===== src/rtl/i2c_controller.sv =====
// Single-byte register-access I2C initiator: write, or read via repeated START.
// Open-drain SCL/SDA (1 = release), synchronized bus sampling, honours clock stretching.
module i2c_controller #(
    parameter int QUARTER = 8
) (
    input  logic       clock,
    input  logic       reset,
    input  logic       start_req,
    input  logic       rw,
    input  logic [6:0] dev_addr,
    input  logic [7:0] reg_addr,
    input  logic [7:0] wdata,
    output logic [7:0] rdata,
    output logic       busy,
    output logic       done,
    output logic       nack,
    input  logic       SCL_in,
    input  logic       SDA_in,
    output logic       SCL_out,
    output logic       SDA_out
);
    localparam int TW = (QUARTER > 1) ? $clog2(QUARTER) : 1;
    localparam logic [TW-1:0] TMR_LAST = TW'(QUARTER - 1);

    typedef enum logic [3:0] {
        S_IDLE, S_START, S_ADDR_W, S_ACK1, S_REG, S_ACK2, S_WDATA, S_ACK3,
        S_RSTART, S_ADDR_R, S_ACK4, S_RDATA, S_MNACK, S_STOP, S_DONE
    } state_t;

    state_t        r_state, w_state_next;
    logic [TW-1:0] r_tmr;
    logic [1:0]    r_q;
    logic [2:0]    r_bit;
    logic          r_rw;
    logic [6:0]    r_dev;
    logic [7:0]    r_reg, r_wdata, r_rx, r_rdata;
    logic          r_nack, r_smp;
    logic [1:0]    r_scl_sync, r_sda_sync;

    logic       w_scl_s, w_sda_s, w_active, w_wait_q, w_hold, w_qend, w_bit_end;
    logic       w_is_byte, w_is_ack, w_step, w_set_nack, w_scl, w_sda;
    logic [7:0] w_tx_byte;

    assign w_scl_s   = r_scl_sync[1];
    assign w_sda_s   = r_sda_sync[1];
    assign w_active  = (r_state != S_IDLE) && (r_state != S_DONE);
    assign w_is_ack  = (r_state == S_ACK1) || (r_state == S_ACK2) ||
                       (r_state == S_ACK3) || (r_state == S_ACK4);
    // Stretch wait: the timer only starts counting the SCL-high quarter once the bus really is high.
    assign w_hold    = w_wait_q && (r_tmr == '0) && !w_scl_s;
    assign w_qend    = w_active && !w_hold && (r_tmr == TMR_LAST);
    assign w_bit_end = w_qend && (r_q == 2'd3);
    assign w_step    = w_bit_end && (!w_is_byte || (r_bit == 3'd7));

    // Byte driven MSB first; ACK/MNACK/RDATA slots drive all-ones so SDA stays released.
    always_comb begin
        w_tx_byte = 8'hFF;
        w_is_byte = 1'b0;
        case (r_state)
            S_ADDR_W: begin w_tx_byte = {r_dev, 1'b0}; w_is_byte = 1'b1; end
            S_REG:    begin w_tx_byte = r_reg;         w_is_byte = 1'b1; end
            S_WDATA:  begin w_tx_byte = r_wdata;       w_is_byte = 1'b1; end
            S_ADDR_R: begin w_tx_byte = {r_dev, 1'b1}; w_is_byte = 1'b1; end
            S_RDATA:  w_is_byte = 1'b1;
            default:  ;
        endcase
    end

    always_comb begin
        w_scl    = 1'b1;
        w_sda    = 1'b1;
        w_wait_q = 1'b0;
        case (r_state)
            S_IDLE, S_DONE: ;
            S_START: begin
                w_scl = !r_q[1];
                w_sda = (r_q == 2'd0);
            end
            S_RSTART: begin
                w_scl    = (r_q == 2'd1) || (r_q == 2'd2);
                w_sda    = !r_q[1];
                w_wait_q = (r_q == 2'd1);
            end
            S_STOP: begin
                w_scl    = (r_q != 2'd0);
                w_sda    = r_q[1];
                w_wait_q = (r_q == 2'd1);
            end
            default: begin
                w_scl    = r_q[1];
                w_sda    = w_tx_byte[3'd7 - r_bit];
                w_wait_q = (r_q == 2'd2);
            end
        endcase
    end

    always_comb begin
        w_state_next = r_state;
        w_set_nack   = 1'b0;
        case (r_state)
            S_IDLE: if (start_req) w_state_next = S_START;
            S_DONE: w_state_next = S_IDLE;
            default: if (w_step) begin
                case (r_state)
                    S_START:  w_state_next = S_ADDR_W;
                    S_ADDR_W: w_state_next = S_ACK1;
                    S_ACK1:   w_state_next = S_REG;
                    S_REG:    w_state_next = S_ACK2;
                    S_ACK2:   w_state_next = r_rw ? S_RSTART : S_WDATA;
                    S_WDATA:  w_state_next = S_ACK3;
                    S_ACK3:   w_state_next = S_STOP;
                    S_RSTART: w_state_next = S_ADDR_R;
                    S_ADDR_R: w_state_next = S_ACK4;
                    S_ACK4:   w_state_next = S_RDATA;
                    S_RDATA:  w_state_next = S_MNACK;
                    S_MNACK:  w_state_next = S_STOP;
                    S_STOP:   w_state_next = S_DONE;
                    default:  w_state_next = S_IDLE;
                endcase
                if (w_is_ack && r_smp) begin
                    w_state_next = S_STOP;
                    w_set_nack   = 1'b1;
                end
            end
        endcase
    end

    always_ff @(posedge clock) begin
        if (reset) begin
            r_state    <= S_IDLE;
            r_tmr      <= '0;
            r_q        <= '0;
            r_bit      <= '0;
            r_rw       <= 1'b0;
            r_dev      <= '0;
            r_reg      <= '0;
            r_wdata    <= '0;
            r_rx       <= '0;
            r_rdata    <= '0;
            r_nack     <= 1'b0;
            r_smp      <= 1'b0;
            r_scl_sync <= 2'b11;
            r_sda_sync <= 2'b11;
        end else begin
            r_state    <= w_state_next;
            r_scl_sync <= {r_scl_sync[0], SCL_in};
            r_sda_sync <= {r_sda_sync[0], SDA_in};
            if ((r_state == S_IDLE) && start_req) begin
                r_rw    <= rw;
                r_dev   <= dev_addr;
                r_reg   <= reg_addr;
                r_wdata <= wdata;
                r_nack  <= 1'b0;
            end
            if (w_set_nack) r_nack <= 1'b1;
            if (!w_active) begin
                r_tmr <= '0;
                r_q   <= '0;
                r_bit <= '0;
            end else if (w_qend) begin
                r_tmr <= '0;
                r_q   <= r_q + 2'd1;
                if (r_q == 2'd2) begin
                    r_smp <= w_sda_s;
                    if (r_state == S_RDATA) begin
                        r_rx <= {r_rx[6:0], w_sda_s};
                        if (r_bit == 3'd7) r_rdata <= {r_rx[6:0], w_sda_s};
                    end
                end
                if (r_q == 2'd3) r_bit <= (w_state_next != r_state) ? 3'd0 : r_bit + 3'd1;
            end else if (!w_hold) begin
                r_tmr <= r_tmr + TW'(1);
            end
        end
    end

    assign SCL_out = w_scl;
    assign SDA_out = w_sda;
    assign busy    = w_active;
    assign done    = (r_state == S_DONE);
    assign nack    = r_nack;
    assign rdata   = r_rdata;

endmodule


===== config.mk =====
export PLATFORM = sky130hd
export DESIGN_NAME = i2c_controller
export DESIGN_NICKNAME = d
export VERILOG_FILES = /design/src/rtl/i2c_controller.sv
export SDC_FILE = /design/constraint.sdc
export NUM_CORES = 1
export LEC_CHECK = 0
export ABC_AREA = 0
export CAP_MARGIN = 15
export CORE_AREA = 4 4 79 81
export CTS_BUF_LIST = sky130_fd_sc_hd__clkbuf_8 sky130_fd_sc_hd__clkbuf_16
export CTS_CLUSTER_SIZE = 40
export DETAILED_ROUTE_END_ITERATION = 10
export DIE_AREA = 0 0 83 85
export HOLD_SLACK_MARGIN = 0.05
export PLACE_DENSITY = 0.88
export REMOVE_ABC_BUFFERS = 1
export SLEW_MARGIN = 15
export SYNTH_ARGS = -nofsm -noshare
export SYNTH_HDL_FRONTEND = slang
export SYNTH_SLANG_ARGS = --single-unit

===== constraint.sdc =====
create_clock -name clock -period 3.04 [get_ports clock]
set_input_delay 0.608 -clock clock [delete_from_list [all_inputs] [get_ports clock]]
set_output_delay 0.608 -clock clock [all_outputs]
set_load 0.005 [all_outputs]

==> results.yml, run 1 <==
status:
  status: "finished, final reports clean"
place:
  hpwlAfterDp_um: 4870
  portBuffers: 41
  place_area_sq_um: 3350
  dp_cells: 455
  gp_congestion: 0.889
sta:
  fin_crit_ns: 2.69
  relSlewSlack_pct: 47.9
  fmax_mhz: 372
  setup_tns_ns: 0
  clock_skew_ns: 0.00668
  rsz0062_at_grt: "false"
  hold_viol_final: 0
  setup_viol: 0
  hold_slack_ns: 0.410
  tightestPinTransition_ns: 0.782
  period_share_pct: 88.4
  maxSlewViolCount: 0
grt:
  grt_pass1_wl_um: 11400
  overflow: 0
  grt_pass1_vias: 2585
  track_usage_pct: 19.5
  grt_max_degree: 27
  antenna_found_initial: 0
setup_path:
  r2r-end: "r_state[0]$_SDFF_PP0_"
  slowest_delay_ns: 0.43
  cpMaxStageDelayCell: "dfxtp_4"
  startpoint_type: "flop"
  worst_ep_required_time_ns: 2.43
  critPathArrivalTime_ns: 2.08
  worst-path-buf-inv: 2
  rrSetupSlack_ns: 0.62
  worstSetupPathType: "reg -> out"
  path_cells: "buf_6, mux2i_1, nor2_1, a211oi_2, nor4b_2, o32a_1, dlymetal6s2s_1"
  worstSetupEndpointType: "primary output"
  reg2reg_from: "r_q[1]$_SDFFE_PP0N_"
  rr_worst_depth: 7
  worstPathMaxFanout: 12
  crit_family: "compound AO/OA/AOI/OAI gates"
floorplan:
  io_pins: 42
  rows: 27
  die_w_um: 83
  initial_utilization_pct: 52.6
  core-area_sq_um: 5470
  die_h_um: 85
  die_area_sq_um: 7060
synthesis:
  syn_area_sq_um: 2880
  ys_top_cells_by_count: "61 x nand2_1, 57 x dfxtp_1, 46 x a21oi_1"
  synth_area_leaders: "dfxtp_1 40%, a21oi_1 8.0%, mux2i_1 8.0%"
  synth_flop_cell: "dfxtp_1"
  async_flop_share_pct: 0
  yosysMostFrequentCell: "nand2_1"
  synth_edf_count: 0
  yosysWarnings: 0
  seq_area_frac_synth_pct: 39.6
  synth_top_area_share_pct: 39.6
  syn-mean-instance-area_sq_um: 8.14
  synth_area_leader_cell: "dfxtp_1"
  ys_types: 58
  ys_ff_latch: 57
  syn_inst: 354
worst_hold_path:
  min_to: "r_scl_sync[1]$_SDFF_PP1_"
  hp-class: "reg -> reg"
  hold_depth: 1
  hold_start: "r_scl_sync[0]$_SDFF_PP1_"
flow_run:
  maxCapViolCount: 0
power:
  p_per_area_nw_per_um2: 419
  ir_drop_mv: 0.367
  p_total_mw: 1.52
  power.leakage_nw: 1.24
cells_and_area:
  diodes: 0
  post-route-cell-area_sq_um: 3630
  fill_cells: 457
  layout.nets: 435
  final_cells: 473
  area_delta_synth_final_pct: 25.9
  drive_above_1_share_pct: 13.2
route:
  drc_errors: 0
  drt-vias-per-instance: 5.76
  detail-route-antenna-nets: 0
  drt_iter0_drc: 223
  wl_per_cell_um: 14.9
  drt_pass1_iterations: 4
  via_count: 2725
  wl_um: 7060
clock_tree:
  clk_pin_slew_ns: 0.06
  cts-root-buf: "clkbuf_8"
  numCtsBuffers: 9
  clk_latency_ns: 0.33
  cts_tree: "yes"
  ctsHtreeMaxLevel: 3
  clock-sinks: 57
  clock_path_buffers: 2
worst register-to-register path: stages (launching register included):
cell and delay (ns):
dfxtp_1 0.45, inv_1 0.13, ha_1 0.21, or3b_1 0.37, a21oi_2 0.25, nor3_1 0.18, or4_1 0.54, a31oi_1 0.21
logic make-up after synthesis:
kind of cell,synth area share (%)
AOI/OAI and AO/OA,19.2
buffers and inverters,5.78
DFF,39.6
adders and majority gates,4.26
muxes,7.99
and+or+nand+nor,22.3
xor gates and xnor gates,0.912
layer usage:
layer  up-vias  track usage (%)  share of wire [%]
met2       116             32.2                 48
met5         -                0                  0
met3        21             5.34                6.7
met1      1264             24.1                 43
met4         0             8.02                1.7
li1       1324                -                  -
report_power, final:
group	switching, mW	internal (mW)
sequential	0.0160	0.769
combinational	0.0710	0.0694
clock	0.291	0.304
cell type report:
type	count	area, sq um	share of cell area [%]
clock inverters	5	25.0	0.690
flip-flops and latches	57	1150	31.8
inverters	11	41.3	1.14
well taps	72	90.1	2.48
repair buffers	56	537	14.8
clock buffers	10	138	3.79
multi-input cells	262	1640	45.3
repair_timing:
action	CTS	global route
hold buffers	0	0
endpoints found under the hold margin	0	0
cloned	0	1
buffers inserted	1	1
pin swaps	1	5
setup endpoints to repair	1	1
gates resized for setup	7	21
worst max-delay path by stage:
| stage | startpoint | depth (start not counted) | slack (ns) | to |
|---|---|---|---|---|
| floorplan | r_state[1]$_SDFF_PP0_ | 5 | 0.41 | SDA_out |
| global placement | r_state[2]$_SDFF_PP0_ | 6 | 0.27 | SDA_out |
| detailed placement | r_state[2]$_SDFF_PP0_ | 6 | 0.11 | SDA_out |
| CTS | r_state[2]$_SDFF_PP0_ | 6 | 0.0003 | SDA_out |
| global route | r_state[1]$_SDFF_PP0_ | 7 | 0.26 | SDA_out |
| finish | r_state[1]$_SDFF_PP0_ | 7 | 0.35 | SDA_out |
stage by stage:
step | worst slack, ns | util [%]
after floorplan | 0.407 | -
after global placement | 0.274 | 61.3
after detailed placement | 0.111 | 61.3
after CTS | 0.000282 | 64.7
after global routing | 0.260 | 66.3
final | 0.354 | 66.3
placed cells by master, fill, tap and decap left out, types with 3 or more instances in the layout:
master / n
buf_4: 12
buf_6: 3
mux2i_1: 22
nor3_1: 5
nand2_1: 61
dfxtp_1: 53
a21oi_1: 46
clkbuf_8: 10
dfxtp_4: 3
o21ai_1: 7
o21ai_0: 8
ha_1: 9
clkdlybuf4s50_1: 40
nor2_1: 28
nand3_1: 7
or3_1: 4
inv_1: 12
or2_2: 6
nand2b_1: 4
(Power assumes the default switching activity.)
==> inputs of run 2 (changes only) <==
Settings changed: CELL_PAD_IN_SITES_DETAIL_PLACEMENT set to 1, CELL_PAD_IN_SITES_GLOBAL_PLACEMENT set to 1, CORE_AREA 4 4 79 81 to 4 4 90 92, DIE_AREA 0 0 83 85 to 0 0 94 96, PLACE_DENSITY 0.88 to 0.89.
==> run 2 against run 1 <==
Net effect:
- the flow now finishes with violations (negative setup slack)
- combinational power increased by 6%
- setup slack worse by 0.42 ns
- die area grew 28%
- non-clock buffer count rose by 4
- critical endpoint unchanged
- highest routed layer unchanged
==> results.yml, run 2 (synthesis results as in run 1) <==
status:
  status: "complete, but fails checks"
  violations: "negative setup slack"
sta:
  fmax_mhz: 322
  hold_viol_final: 0
  clock_skew_ns: 0.00845
  hold_slack_ns: 0.416
  maxSlewViolCount: 0
  fin_crit_ns: 3.10
  relSlewSlack_pct: 41.0
  tightestPinTransition_ns: 0.878
  setup_viol: 1
  period_share_pct: 102
  setup_ws_ns: -0.0630
setup_path:
  r2r-end: "rdata[7]$_SDFFE_PP0P_"
  rrSetupSlack_ns: 0.48
  worstSetupPathType: "reg -> out"
  worst_ep_required_time_ns: 2.43
  worst-path-buf-inv: 1
  rr_worst_depth: 8
  worstSetupEndpointType: "primary output"
  slowest_delay_ns: 0.50
  crit_family: "simple AND/OR/NAND/NOR gates"
  path_cells: "or3b_4, nor2_1, a211oi_2, nor4b_2, o32a_1, clkdlybuf4s50_1"
  worstPathMaxFanout: 7
  cpMaxStageDelayCell: "clkdlybuf4s50_1"
  critPathArrivalTime_ns: 2.50
  reg2reg_from: "r_tmr[1]$_SDFFE_PP0N_"
  startpoint_type: "flop"
cells_and_area:
  area_delta_synth_final_pct: 32.8
  seqCellArea_sq_um: 1150
  multi_input_area_sq_um: 1700
  final_common_cell: "nand2_1"
  layout.nets: 439
  fill_cells: 865
  postLayoutCoreUtil_pct: 53.0
  diodes: 0
  drive_above_1_share_pct: 17.7
  mostFrequentLayoutCells: "61 x nand2_1, 53 x dfxtp_1, 43 x a21oi_1"
  final_cells: 505
place:
  dp_slack_ns: 0.132
  hpwlAfterDp_um: 5840
  gp_congestion: 0.912
  portBuffers: 41
  dp_cells: 484
route:
  drc_errors: 0
  detail-route-antenna-nets: 0
  via_count: 2872
  wl_per_cell_um: 20.0
  drt_pass1_iterations: 4
  wl_um: 10100
  drt_iter0_drc: 235
  m1WireLength_um: 4140
  drt-vias-per-instance: 5.69
  highest_layer: "met4"
  wl_met3_um: 560
  met2_length_um: 5070
power:
  p_total_mw: 1.82
  ir_drop_mv: 0.339
  power.leakage_nw: 1.30
  p_per_area_nw_per_um2: 476
floorplan:
  die_w_um: 94
  core-area_sq_um: 7210
  rows: 31
  die_area_sq_um: 9020
  initial_utilization_pct: 39.9
  die_h_um: 96
  io_pins: 42
worst_hold_path:
  hold_depth: 1
  hp-class: "reg -> reg"
  hold_start: "r_scl_sync[0]$_SDFF_PP1_"
  min_to: "r_scl_sync[1]$_SDFF_PP1_"
grt:
  grt_max_degree: 45
  antenna_found_initial: 0
  grt_pass1_vias: 2994
  grt_pass1_wl_um: 14700
  track_usage_pct: 21.1
  overflow: 0
clock_tree:
  clk_pin_slew_ns: 0.07
  numCtsBuffers: 9
  ctsHtreeMaxLevel: 3
  clock_path_buffers: 2
  clock-sinks: 57
  cts_tree: "yes"
  clk_latency_ns: 0.34
  cts-root-buf: "clkbuf_8"
flow_run:
  maxCapViolCount: 0
## run 2: cell types whose count changed in the layout (fill, tap and decap cells not counted), moves of 2 or more
| cell | before | now |
|---|---|---|
| bufinv_16 | 0 | 3 |
| buf_6 | 3 | 1 |
| a21oi_1 | 46 | 43 |
| mux2i_2 | 0 | 2 |
| o21ai_2 | 0 | 3 |
| o21ai_1 | 7 | 4 |
| a21oi_2 | 1 | 4 |
| mux2i_1 | 22 | 20 |
| buf_4 | 12 | 16 |
| inv_1 | 12 | 10 |
| nand2b_2 | 0 | 2 |
## run 2: final cells by class
class | count | share of cell area, %
clock inverter | 7 | 3.11
clock buffer | 9 | 3.24
inverter | 11 | 1.08
timing repair buffer | 60 | 14.8
sequential | 57 | 30.1
tap | 99 | 3.24
multi-input combinational | 262 | 44.4
## run 2: worst max path at each step
stage | from | endpoint | slack (ns) | cells after the start
2_1_floorplan | r_state[1]$_SDFF_PP0_ | SDA_out | 0.41 | 5
3_3_place_gp | r_state[3]$_SDFF_PP0_ | SDA_out | 0.23 | 6
3_5_place_dp | r_state[3]$_SDFF_PP0_ | SDA_out | 0.13 | 6
4_1_cts | r_state[3]$_SDFF_PP0_ | SDA_out | 0.001 | 6
5_1_grt | r_state[1]$_SDFF_PP0_ | SDA_out | -0.15 | 7
6_report | r_state[2]$_SDFF_PP0_ | SDA_out | -0.06 | 6
## run 2: report_power, final
part           switching (mW)  leakage [nW]  internal (mW)  total, mW
sequential             0.0198         0.467          0.769      0.789
combinational          0.0802         0.717         0.0688      0.149
clock                   0.341         0.115          0.544      0.885
## run 2: per-layer routing
layer,global-route usage [%],vias up
li1,-,1337
met1,25.0,1384
met2,36.1,115
met3,4.22,36
met4,10.8,0
met5,0,-
## run 2: per-stage QoR
stage | instance area (sq um) | setup TNS (ns)
2_1_floorplan | 2760 | 0
3_3_place_gp | 3400 | 0
3_5_place_dp | 3400 | 0
4_1_cts | 3710 | 0
5_1_grt | 3820 | -0.151
6_report | 3820 | -0.0630
## run 2: what timing repair did
action	4_1_cts	5_1_grt
hold buffers	0	0
resized for setup	19	21
hold endpoints to repair	0	0
setup buffers	0	4
pin swaps	3	9
gates cloned	1	0
setup endpoints to repair	1	1
